<file path="config.mk">
export PLATFORM = sky130hd
export DESIGN_NAME = mux8_rr_arbiter
export DESIGN_NICKNAME = d
export VERILOG_FILES = /design/src/rtl/mux8_rr_arbiter_pkg.sv /design/src/rtl/mux8_rr_arbiter_rr_pick.sv /design/src/rtl/mux8_rr_arbiter.sv
export SDC_FILE = /design/constraint.sdc
export NUM_CORES = 1
export LEC_CHECK = 0
export ABC_CLOCK_PERIOD_IN_PS = 4200
export CAP_MARGIN = 15
export CORE_ASPECT_RATIO = 1.2
export CORE_MARGIN = 8
export CORE_UTILIZATION = 33
export CTS_CLUSTER_DIAMETER = 120
export DETAILED_ROUTE_END_ITERATION = 10
export MAX_ROUTING_LAYER = met4
export SLEW_MARGIN = 30
export SYNTH_ARGS = -nofsm -noshare
export SYNTH_HDL_FRONTEND = slang
export SYNTH_SLANG_ARGS = --single-unit
</file>
<file path="constraint.sdc">
create_clock -name clk -period 4.2 [get_ports clk]
set_clock_uncertainty 0.1 [all_clocks]
set_input_delay 0.84 -clock clk [delete_from_list [all_inputs] [get_ports clk]]
set_output_delay 0.84 -clock clk [all_outputs]
set_load 0.02 [all_outputs]
</file>
<file path="src/rtl/mux8_rr_arbiter_pkg.sv">
// Shared types and constants for the mux8 round-robin arbiter.
// MUX_ARB_TIMEOUT_EN (optional) enables the hold-limit counter in the top level.
package mux_arb_pkg;

    localparam int N_REQ        = 8;
    localparam int SEL_W        = 3;
    localparam int MAX_HOLD_DEF = 16;

    typedef enum logic {
        IDLE  = 1'b0,
        GRANT = 1'b1
    } arb_state_e;

endpackage

</file>
<file path="src/rtl/mux8_rr_arbiter_rr_pick.sv">
// Combinational round-robin search: first eligible request at or after i_ptr, wrapping.
// Shared by the idle pick and the back-to-back handoff.
module rr_pick
    import mux_arb_pkg::*;
#(
    parameter int N     = N_REQ,
    parameter int SEL_W = mux_arb_pkg::SEL_W
) (
    input  logic [N-1:0]     i_req,
    input  logic [SEL_W-1:0] i_ptr,
    input  logic [N-1:0]     i_mask,
    output logic             o_found,
    output logic [SEL_W-1:0] o_idx
);

    always_comb begin
        logic [SEL_W-1:0] k;
        o_found = 1'b0;
        o_idx   = '0;
        k       = '0;
        // N is a power of two, so the SEL_W-bit add wraps modulo N for free.
        for (int i = 0; i < N; i++) begin
            k = i_ptr + SEL_W'(i);
            if (!o_found && i_req[k] && i_mask[k]) begin
                o_found = 1'b1;
                o_idx   = k;
            end
        end
    end

endmodule

</file>
<file path="src/rtl/mux8_rr_arbiter.sv">
// Round-robin arbiter driving the mux8 select lines from a registered owner index.
// Define MUX_ARB_TIMEOUT_EN to revoke grants held for MAX_HOLD cycles when others wait.
module mux8_rr_arbiter
    import mux_arb_pkg::*;
#(
    parameter int N        = N_REQ,
    parameter int SEL_W    = mux_arb_pkg::SEL_W,
    parameter int MAX_HOLD = MAX_HOLD_DEF
) (
    input  logic             clk,
    input  logic             rst,
    input  logic [N-1:0]     req,
    output logic [N-1:0]     gnt,
    output logic [SEL_W-1:0] sel,
    output logic             busy,
    output logic             timeout
);

    arb_state_e       r_state;
    arb_state_e       w_state_nxt;
    logic [SEL_W-1:0] r_ptr;
    logic [SEL_W-1:0] r_sel;
    logic [N-1:0]     r_gnt;
    logic             r_busy;
    logic             r_tmo;

    logic [N-1:0]     w_mask;
    logic             w_found;
    logic [SEL_W-1:0] w_idx;
    logic             w_load;
    logic             w_tmo_nxt;
    logic             w_hold_hit;

    // The current owner is never a handoff candidate; in IDLE everyone is.
    assign w_mask = (r_state == GRANT) ? ~(N'(1) << r_sel) : '1;

    rr_pick #(
        .N     (N),
        .SEL_W (SEL_W)
    ) u_pick (
        .i_req   (req),
        .i_ptr   (r_ptr),
        .i_mask  (w_mask),
        .o_found (w_found),
        .o_idx   (w_idx)
    );

`ifdef MUX_ARB_TIMEOUT_EN
    // r_hold counts completed grant cycles minus one, so the hit fires on the MAX_HOLD-th edge.
    localparam logic [7:0] HOLD_LAST = 8'(MAX_HOLD - 1);
    logic [7:0] r_hold;

    assign w_hold_hit = (r_hold >= HOLD_LAST);

    always_ff @(posedge clk) begin
        if (rst || w_load) begin
            r_hold <= '0;
        end else if (r_state == GRANT && r_hold != 8'hFF) begin
            r_hold <= r_hold + 8'd1;
        end
    end
`else
    logic w_unused_hold;
    assign w_unused_hold = ^8'(MAX_HOLD);
    assign w_hold_hit    = 1'b0;
`endif

    always_comb begin
        w_state_nxt = r_state;
        w_load      = 1'b0;
        w_tmo_nxt   = 1'b0;
        case (r_state)
            IDLE: begin
                if (w_found) begin
                    w_state_nxt = GRANT;
                    w_load      = 1'b1;
                end
            end
            GRANT: begin
                if (!req[r_sel]) begin
                    if (w_found) begin
                        w_load = 1'b1;
                    end else begin
                        w_state_nxt = IDLE;
                    end
                end else if (w_hold_hit && w_found) begin
                    w_load    = 1'b1;
                    w_tmo_nxt = 1'b1;
                end
            end
            default: w_state_nxt = IDLE;
        endcase
    end

    always_ff @(posedge clk) begin
        if (rst) begin
            r_state <= IDLE;
            r_ptr   <= '0;
            r_sel   <= '0;
            r_gnt   <= '0;
            r_busy  <= 1'b0;
            r_tmo   <= 1'b0;
        end else begin
            r_state <= w_state_nxt;
            r_tmo   <= w_tmo_nxt;
            if (w_load) begin
                r_gnt  <= N'(1) << w_idx;
                r_sel  <= w_idx;
                r_ptr  <= w_idx + 1'b1;
                r_busy <= 1'b1;
            end else if (w_state_nxt == IDLE) begin
                // sel deliberately keeps the last owner so the mux path stays put.
                r_gnt  <= '0;
                r_busy <= 1'b0;
            end
        end
    end

    assign gnt     = r_gnt;
    assign sel     = r_sel;
    assign busy    = r_busy;
    assign timeout = r_tmo;

endmodule

</file>
# Yosys cells after proc, flatten, opt, wreduce, memory -nomap -nowiden
# Cells that the tools add are included.
[classes]
add_sub_neg = 8
mul = 0
div = 0
n_lt_le_gt_ge = 9
n_eq_ne = 1
n_shift = 2
n_mux = 60
n_bitwise = 2
n_reduce_logical = 22
[ops]
columns = ["operator", "count"]
rows = [
  ["binary-select mux 1 bit (select 3 bit)", 17],
  ["< comparator 3 x 4 -> 1 bit (second input constant)", 9],
  ["two-way mux 1 bit", 30],
  ["two-way mux 3 bit", 8],
  ["two-way mux 8 bit", 3],
  ["left shift 1 x 3 -> 8 bit (first input constant)", 2],
  ["logical AND 1 bit", 15],
  ["adder 3 bit (second input constant)", 4],
  ["NOT 8 bit", 1],
  ["logical NOT 1 bit", 7],
  ["adder 3 x 1 -> 3 bit (second input constant)", 2],
  ["adder 3 x 2 -> 3 bit (second input constant)", 2],
  ["one-hot mux 1 bit (2 select lines)", 2],
  ["!= test 2 x 1 -> 1 bit (second input constant)", 1],
  ["NOT 1 bit", 1],
]
[word_totals]
ff_bits = 16
latchBits = 0
ram_bits = 0
rom_bits = 0
inputBits = 10
output_inout_bits = 13
wordCells = 109
mem_count = 0

# Longest topological paths before layout
# Gate-level depths: netlist of run 1.
[depth]
word_depth = 40
depth_mapped = 16
ltp_nobuf = 13

# Cells and area by module
# From an unflattened synthesis of run 1, not the netlist that was laid out.
[hier_totals]
cells_unflattened = 235
area_unflattened_um2 = 2058.2
[by_module_without_submodules]
columns = ["module", "n_inst", "cells_per_inst", "area_each_um2", "seq_area_each_um2"]
rows = [
  ["mux8_rr_arbiter", 1, 117, 1057.3, 320.3],
  ["rr_pick", 1, 118, 1001.0, 0.0],
]

# Worst setup path after synthesis of run 1
# OpenSTA, ideal clock, no wires.
[synth_path]
path_kind = "reg-to-reg"
startpoint = "reg r_ptr[1]"
endpoint = "reg r_ptr[2]"
setup_ps = 127
arrival_time_ps = 3321
required_ps = 3973
setup_slack_ps = 652
stages_incl_launch_ff = 16
n_path_buf = 2
period_less_slack_ps = 3548
path_cell_list = "dfxtp_1 buf_2 inv_1 ha_1 buf_2 mux4_2 o31a_1 mux2i_2 nand3_1 nor3b_2 nand3_1 a21o_1 nor2_1 ha_1 a21oi_1 nor2_1"
[synth_via]
elab_chain_cells = 35
elab_cells_between_ends = 81
cone_classes = "add/sub (8); mux (51); reduce/logical (22)"
[synth_lines]
columns = ["item", "line", "text"]
rows = [
  ["from (decl)", "mux8_rr_arbiter.sv:21", "logic [SEL_W-1:0] r_ptr;"],
  ["from (signal assigned)", "mux8_rr_arbiter.sv:109", "r_ptr <= w_idx + 1'b1;"],
  ["branches (longest 35 deep; another with adder 3 x 1 -> 3 bit)", "n/a", ""],
]
# Several ways; the timed one is not identified. The select of a mux whose other input is x is not followed.
# A chain may end at the register's enable or synchronous reset.

# Worst setup path in the final report of run 1
[layout_path]
startpoint = "in req[6]"
endpoint = "reg r_ptr[2]"
[layout_via]
elab_chain_cells = 35
elab_cells_between_ends = 60
cone_classes = "add/sub (1); mux (37); reduce/logical (22)"
[layout_lines]
columns = ["item", "line", "text"]
rows = [
  ["from (decl)", "mux8_rr_arbiter.sv:12", "input logic [N-1:0] req,"],
  ["binary-select mux 1 bit (select 3 bit)", "mux8_rr_arbiter_rr_pick.sv:24", "if (!o_found && i_req[k] && i_mask[k]) begin"],
  ["two-way mux 1 bit (not written as such)", "mux8_rr_arbiter_rr_pick.sv:24", ""],
  ["logical AND 1 bit", "mux8_rr_arbiter_rr_pick.sv:24", ""],
  ["two-way mux 1 bit", "mux8_rr_arbiter_rr_pick.sv:24", ""],
  ["logical NOT 1 bit", "mux8_rr_arbiter_rr_pick.sv:24", ""],
  ["logical AND 1 bit (2 in a row)", "mux8_rr_arbiter_rr_pick.sv:24", ""],
  ["two-way mux 1 bit", "mux8_rr_arbiter_rr_pick.sv:24", ""],
  ["logical NOT 1 bit", "mux8_rr_arbiter_rr_pick.sv:24", ""],
  ["(+16 left out)", "n/a", ""],
  ["logical AND 1 bit (2 in a row)", "mux8_rr_arbiter_rr_pick.sv:24", ""],
  ["two-way mux 1 bit", "mux8_rr_arbiter_rr_pick.sv:24", ""],
  ["logical NOT 1 bit", "mux8_rr_arbiter_rr_pick.sv:24", ""],
  ["logical AND 1 bit (2 in a row)", "mux8_rr_arbiter_rr_pick.sv:24", ""],
  ["two-way mux 1 bit", "mux8_rr_arbiter_rr_pick.sv:24", ""],
  ["two-way mux 1 bit", "mux8_rr_arbiter.sv:74, mux8_rr_arbiter.sv:81", ""],
  ["two-way mux 1 bit", "mux8_rr_arbiter.sv:80", "if (!req[r_sel]) begin"],
  ["one-hot mux 1 bit (2 select lines)", "mux8_rr_arbiter.sv:72", "case (r_state)"],
]
# Parallel ways exist; a longest one is shown, timed or not. The select of a mux whose other input is x is not followed.

==> impl_metrics.toml, run 1 <==
[outcome]
status = "completed"

[floorplan]
dieArea_um2 = 7560
core_area_um2 = 4900
dieWidth_um = 80.7
row_count = 28
boundaryPins = 23
die-height_um = 93.7
start_util = 0.338

[cts]
cts_max_path_bufs = 2
cts_root_buffer = "sky130_fd_sc_hd__clkbuf_8"
htreeDepth = 1
tritoncts = "yes"
cts_hold_buffers = 0
clk_pin_slew_worst_paths_ps = 60
cts_inserted_buffers = 3
post-cts-setup-buffers = 0
clkSinkCount = 16
worst_skew_pair.late_latency_ps = 240
post_cts_resize_count = 0

[routing]
routed-via-count = 1544
route.detailed.drc = 0
finalWirelength_um = 4560
drt_iter0_markers = 120
routed_via_density = 5.87
detail-route-antenna-nets = 0
drtPass1Iterations = 4
wl_per_cell_um = 17.4

[logic_synthesis]
ys_dominant_reg_cell = "sky130_fd_sc_hd__dfxtp_1"
post_synth_num_cell_types = 56
netlist_area_um2 = 1660
yosysSeqAreaShare = 0.193
synth_edf_count = 0
yosys_register_bits = 16
postSynthNetCount = 196
synthCells = 181
syn_avg_cell_area_um2 = 9.17
ys.warnings.count = 0
synth_async_sr_flop_share = 0

[power_and_ir_drop]
seq_power_share = 0.123
comb_power_share = 0.808
p_leak_nw = 0.726
pwr_density_cell_nw_per_um2 = 981
netSwitchingFraction = 0.520
power_switching_mw = 1.01
internal-power_mw = 0.937
clock_power_share = 0.069
report.power.total_mw = 1.95
ir_worst_vdd_mv = 0.603

[critical_path]
worst_r2r_path_depth = 13
critical_path.cell_chain = "clkdlybuf4s50_1 > mux4_2 > o31ai_1 > buf_4 > o21ai_1 > or4_1 > o311a_1 > o22ai_4 > nand2_1 > ha_1 > a21oi_1 > nor2_1"
startpoint_type = "primary input"
highest_delay_cell_along_the_critical_path = "sky130_fd_sc_hd__or4_1"
critPathKind = "primary input to flop"
timing.reg2reg.setup_slack_ps = 550
critPathArrivalTime_ps = 3860
timing.critical_path.to_type = "flop"
worst_path_largest_cell_delay_ps = 550
critPathRequiredTime_ps = 4210
critical_path.max_fanout = 6

[place]
port_buffers = 21
place_area_um2 = 1930
detailedPlace.worstSlack_ps = 107
place_congestion = 0.942
hpwl_um = 3640

[sta]
fin_worst_hold_slack_ps = 359
finalHoldViolations = 0
postLayoutSetupSlackWorst_ps = 350
setup_viol = 0
fin_setup_tns_ps = 0
layout_worst_path_cycle_share = 0.917
finalMaxSlewViolations = 0
worst_pin_slew_ps = 613
slew-limit-headroom = 0.585
rsz0062_at_grt = "no"
final_period_minus_worst_setup_slack_ps = 3850
max_freq_ghz = 0.260

[global_routing]
first_global_vias = 1605
grt_pass1_wl_um = 7820
gr-total-overflow = 0
grt_start_max_net_pins = 17
track_usage = 0.131
grt_antenna_before_repair = 0

[hold_path]
hold_crit_depth = 2
hold_class = "flop to flop"

[cells_and_area]
ratio_of_cells_with_drive_above_1_in_the_final_layout = 0.167
antenna_cells = 0
area.growth.synth_to_final_pct = 19.9
design.final.nets = 219
final_area_um2 = 1990

[flow_run]
cap_violations = 0
## cells in the final DEF, fill, tap and decap left out, types with 5 or more instances in the layout
master / count
sky130_fd_sc_hd__dfxtp_1: 16
sky130_fd_sc_hd__a211oi_1: 5
sky130_fd_sc_hd__buf_4: 8
sky130_fd_sc_hd__ha_1: 5
sky130_fd_sc_hd__mux4_2: 9
sky130_fd_sc_hd__o31a_1: 6
sky130_fd_sc_hd__a21oi_1: 8
sky130_fd_sc_hd__nand3_1: 6
sky130_fd_sc_hd__xor2_1: 5
sky130_fd_sc_hd__nor2_1: 14
sky130_fd_sc_hd__clkdlybuf4s50_1: 21
sky130_fd_sc_hd__o211ai_1: 5
sky130_fd_sc_hd__mux2i_1: 6
sky130_fd_sc_hd__inv_1: 8
sky130_fd_sc_hd__nand2_1: 9
## routing by layer
layer / track usage / part of all wire / vias up
li1: - / - / 753
met4: 0.0448 / 0.020 / 0
met3: 0.0125 / 0.034 / 9
met5: - / 0 / -
met2: 0.226 / 0.51 / 41
met1: 0.153 / 0.43 / 741
## synth_stat cells (3+ instances only)
master                     number  area (um^2)
sky130_fd_sc_hd__mux2_2         4         45.0
sky130_fd_sc_hd__clkbuf_1       4         15.0
sky130_fd_sc_hd__o31a_1         6         52.6
sky130_fd_sc_hd__buf_4          3         22.5
sky130_fd_sc_hd__ha_1           5         62.6
sky130_fd_sc_hd__o31ai_1        4         30.0
sky130_fd_sc_hd__xor2_1         5         43.8
sky130_fd_sc_hd__nand2_1        9         33.8
sky130_fd_sc_hd__o211ai_1       5         37.5
sky130_fd_sc_hd__mux2i_1        6         60.1
sky130_fd_sc_hd__inv_1          8         30.0
sky130_fd_sc_hd__nand4_1        3         18.8
sky130_fd_sc_hd__nand2b_1       3         18.8
sky130_fd_sc_hd__dfxtp_1       16          320
sky130_fd_sc_hd__xnor2_1        4         35.0
sky130_fd_sc_hd__nor2_1        14         52.6
sky130_fd_sc_hd__mux4_2         9          203
sky130_fd_sc_hd__a21oi_1        8         40.0
sky130_fd_sc_hd__o311ai_0       4         35.0
sky130_fd_sc_hd__and2_1         4         25.0
sky130_fd_sc_hd__nand3_1        6         30.0
sky130_fd_sc_hd__a211oi_1       5         37.5
## per-stage QoR
step	std cells	utilization
final	263	0.406
after floorplan	181	-
after detailed placement	259	0.394
after CTS	263	0.406
after global placement	259	0.394
after global routing	263	0.406
## logic make-up (layout without fill, tap and decap cells)
kind of cell,count (synthesis),count (layout),share of synthesized area
compound gates,61,61,0.297
fa+ha+maj,5,5,0.0377
buf+inv,19,41,0.0603
mux,20,20,0.194
flops,16,16,0.193
xor+xnor,11,11,0.0671
other cells,1,1,0.00226
simple gates,48,48,0.149
## worst max-delay path: cells and delay by family
| family | cells | cell delay, ps |
|---|---|---|
| AOI/OAI and AO/OA | 5 | 800 |
| buffers and inverters | 2 | 720 |
| and+or+nand+nor | 3 | 700 |
| muxes | 1 | 510 |
| adders and majority gates | 1 | 290 |
## sequential cells by signal, indices dropped and copies added (netlist names)
signal	cells
r_state	1
busy	1
r_ptr	3
gnt	8
sel	3
## power groups by stage
stage,clock (mW),sequential (mW),combinational (mW)
after CTS,0.137,0.240,1.58
after global routing,0.142,0.247,1.74
after floorplan,0,0.266,1.15
after global placement,0,0.244,1.57
after detailed placement,0,0.243,1.57
final,0.135,0.239,1.58
## final timing paths
kind / start / to
max: req[6] / r_ptr[2]
min: busy / busy
max reg2reg: r_ptr[1] / r_ptr[2]
min reg2reg: busy / busy
## layout make-up
class	instances	area, um^2
Fill cell	516	2920
Multi-Input combinational cell	146	1240
Sequential cell	16	320
Timing Repair Buffer	29	270
Tap cell	60	75.1
Clock buffer	4	55.1
Inverter	8	30.0
(Power assumes the default switching activity.)
==> run 2, diff against run 1 <==
--- a/config.mk
+++ b/config.mk
@@ -12,6 +12,7 @@
 export CORE_UTILIZATION = 33
 export CTS_CLUSTER_DIAMETER = 120
 export DETAILED_ROUTE_END_ITERATION = 10
+export GPL_ROUTABILITY_DRIVEN = 0
 export MAX_ROUTING_LAYER = met4
 export SLEW_MARGIN = 30
 export SYNTH_ARGS = -nofsm -noshare
==> impl_metrics.toml, run 2 (same netlist as run 1, synthesis figures left out) <==
[floorplan]
die-height_um = 93.7
boundaryPins = 23
core_area_um2 = 4900
row_count = 28
start_util = 0.338
dieArea_um2 = 7560
dieWidth_um = 80.7

[routing]
met2_routed_wirelength_um = 2380
finalWirelength_um = 4680
detail-route-antenna-nets = 0
wl_per_cell_um = 17.6
m1WireLength_um = 2080
routed-via-count = 1585
routed_via_density = 5.96
drt_iter0_markers = 153
dr.max_layer_used = "met4"
route.detailed.drc = 0
dr_wl_met3_um = 154
drtPass1Iterations = 4

[cts]
cts_hold_buffers = 0
clkSinkCount = 16
cts_inserted_buffers = 3
cts_max_path_bufs = 2
tritoncts = "yes"
clk_pin_slew_worst_paths_ps = 70
htreeDepth = 1
post-cts-setup-buffers = 0
cts_root_buffer = "sky130_fd_sc_hd__clkbuf_8"
post_cts_resize_count = 0
worst_skew_pair.late_latency_ps = 260

[critical_path]
cpLargestDelayFamily = "compound AO/OA/AOI/OAI gates"
startpoint_type = "primary input"
cp_num_buf_inv = 1
critPathRequiredTime_ps = 4220
critical_path.max_fanout = 6
critPathKind = "primary input to flop"
timing.critical_path.to_type = "flop"
worst-path-stages = 11
timing.reg2reg.setup_slack_ps = 470
worst_path_largest_cell_delay_ps = 520
highest_delay_cell_along_the_critical_path = "sky130_fd_sc_hd__mux4_2"
worst_r2r_path_depth = 12
critPathArrivalTime_ps = 3800
critical_path.cell_chain = "clkdlybuf4s50_1 > mux4_2 > o311ai_0 > a21oi_1 > or4_1 > o311a_1 > o22ai_4 > nand2_1 > ha_1 > a21oi_1 > nor2_1"
critPathMostFrequentCell = "sky130_fd_sc_hd__a21oi_1"

[cells_and_area]
total_area_of_multi_input_combinational_cells_um2 = 1240
fill_cells = 509
ratio_of_cells_with_drive_above_1_in_the_final_layout = 0.180
total_area_of_sequential_cells_um2 = 320
design.final.nets = 222
largest_reg_flops = 8
layout.cells.most_common = "sky130_fd_sc_hd__clkdlybuf4s50_1"
antenna_cells = 0
most-common-layout-cells = "21 x sky130_fd_sc_hd__clkdlybuf4s50_1, 16 x sky130_fd_sc_hd__dfxtp_1, 14 x sky130_fd_sc_hd__nor2_1"
area.growth.synth_to_final_pct = 21.3

[global_routing]
grt_pass1_wl_um = 7600
grt_antenna_before_repair = 0
grt_start_max_net_pins = 17
gr-total-overflow = 0
first_global_vias = 1555
track_usage = 0.128

[sta]
setup_viol = 0
finalHoldViolations = 0
final_period_minus_worst_setup_slack_ps = 3780
finalMaxSlewViolations = 0
worst_pin_slew_ps = 973
fin_setup_tns_ps = 0
rsz0062_at_grt = "no"
slew-limit-headroom = 0.343
layout_worst_path_cycle_share = 0.899
max_freq_ghz = 0.265
fin_worst_hold_slack_ps = 363
postLayoutSetupSlackWorst_ps = 423

[outcome]
status = "completed"

[place]
detailedPlace.worstSlack_ps = 190
port_buffers = 21
hpwl_um = 3670

[flow_run]
cap_violations = 0

[hold_path]
hold_class = "flop to flop"
hold_crit_depth = 2
==> run 2: changes by cell type in the layout (fill, tap and decap cells not counted) <==
cell	delta
sky130_fd_sc_hd__buf_4	+3
sky130_fd_sc_hd__o311ai_0	+1
sky130_fd_sc_hd__o311ai_1	-1
==> run 2: final cells by class <==
class,instances,share of cell area
Tap cell,60,0.0373
Multi-Input combinational cell,146,0.616
Clock buffer,4,0.0274
Timing Repair Buffer,32,0.146
Sequential cell,16,0.159
Inverter,8,0.0149
==> run 2: layer usage <==
metal | GRT usage | vias to the layer above
met1 | 0.152 | 769
met4 | 0.0448 | 0
met3 | 0.0125 | 7
met5 | - | -
met2 | 0.219 | 48
li1 | - | 761
==> run 2: tightest hold or removal path, cell delays in order, from the launching register on <==
cell and delay [ps]:
sky130_fd_sc_hd__dfxtp_1 310, sky130_fd_sc_hd__inv_1 40, sky130_fd_sc_hd__a21boi_0 60
==> run 2: path summary, 6_finish.rpt <==
kind,start,endpoint
max,req[5],r_ptr[2]
min,busy,busy
max reg2reg,r_ptr[1],r_ptr[1]
min reg2reg,busy,busy
==> run 2: per-stage QoR <==
stage,utilization,instances,instance area (um^2)
global placement,0.399,262,1960
finish,0.410,266,2010
CTS,0.410,266,2010
floorplan,-,181,1660
global route,0.410,266,2010
detailed placement,0.399,262,1960
Power of run 2 is left out: the tool's default activity adds up to more than one toggle a clock period on the data nets, which glitch-free logic cannot reach.
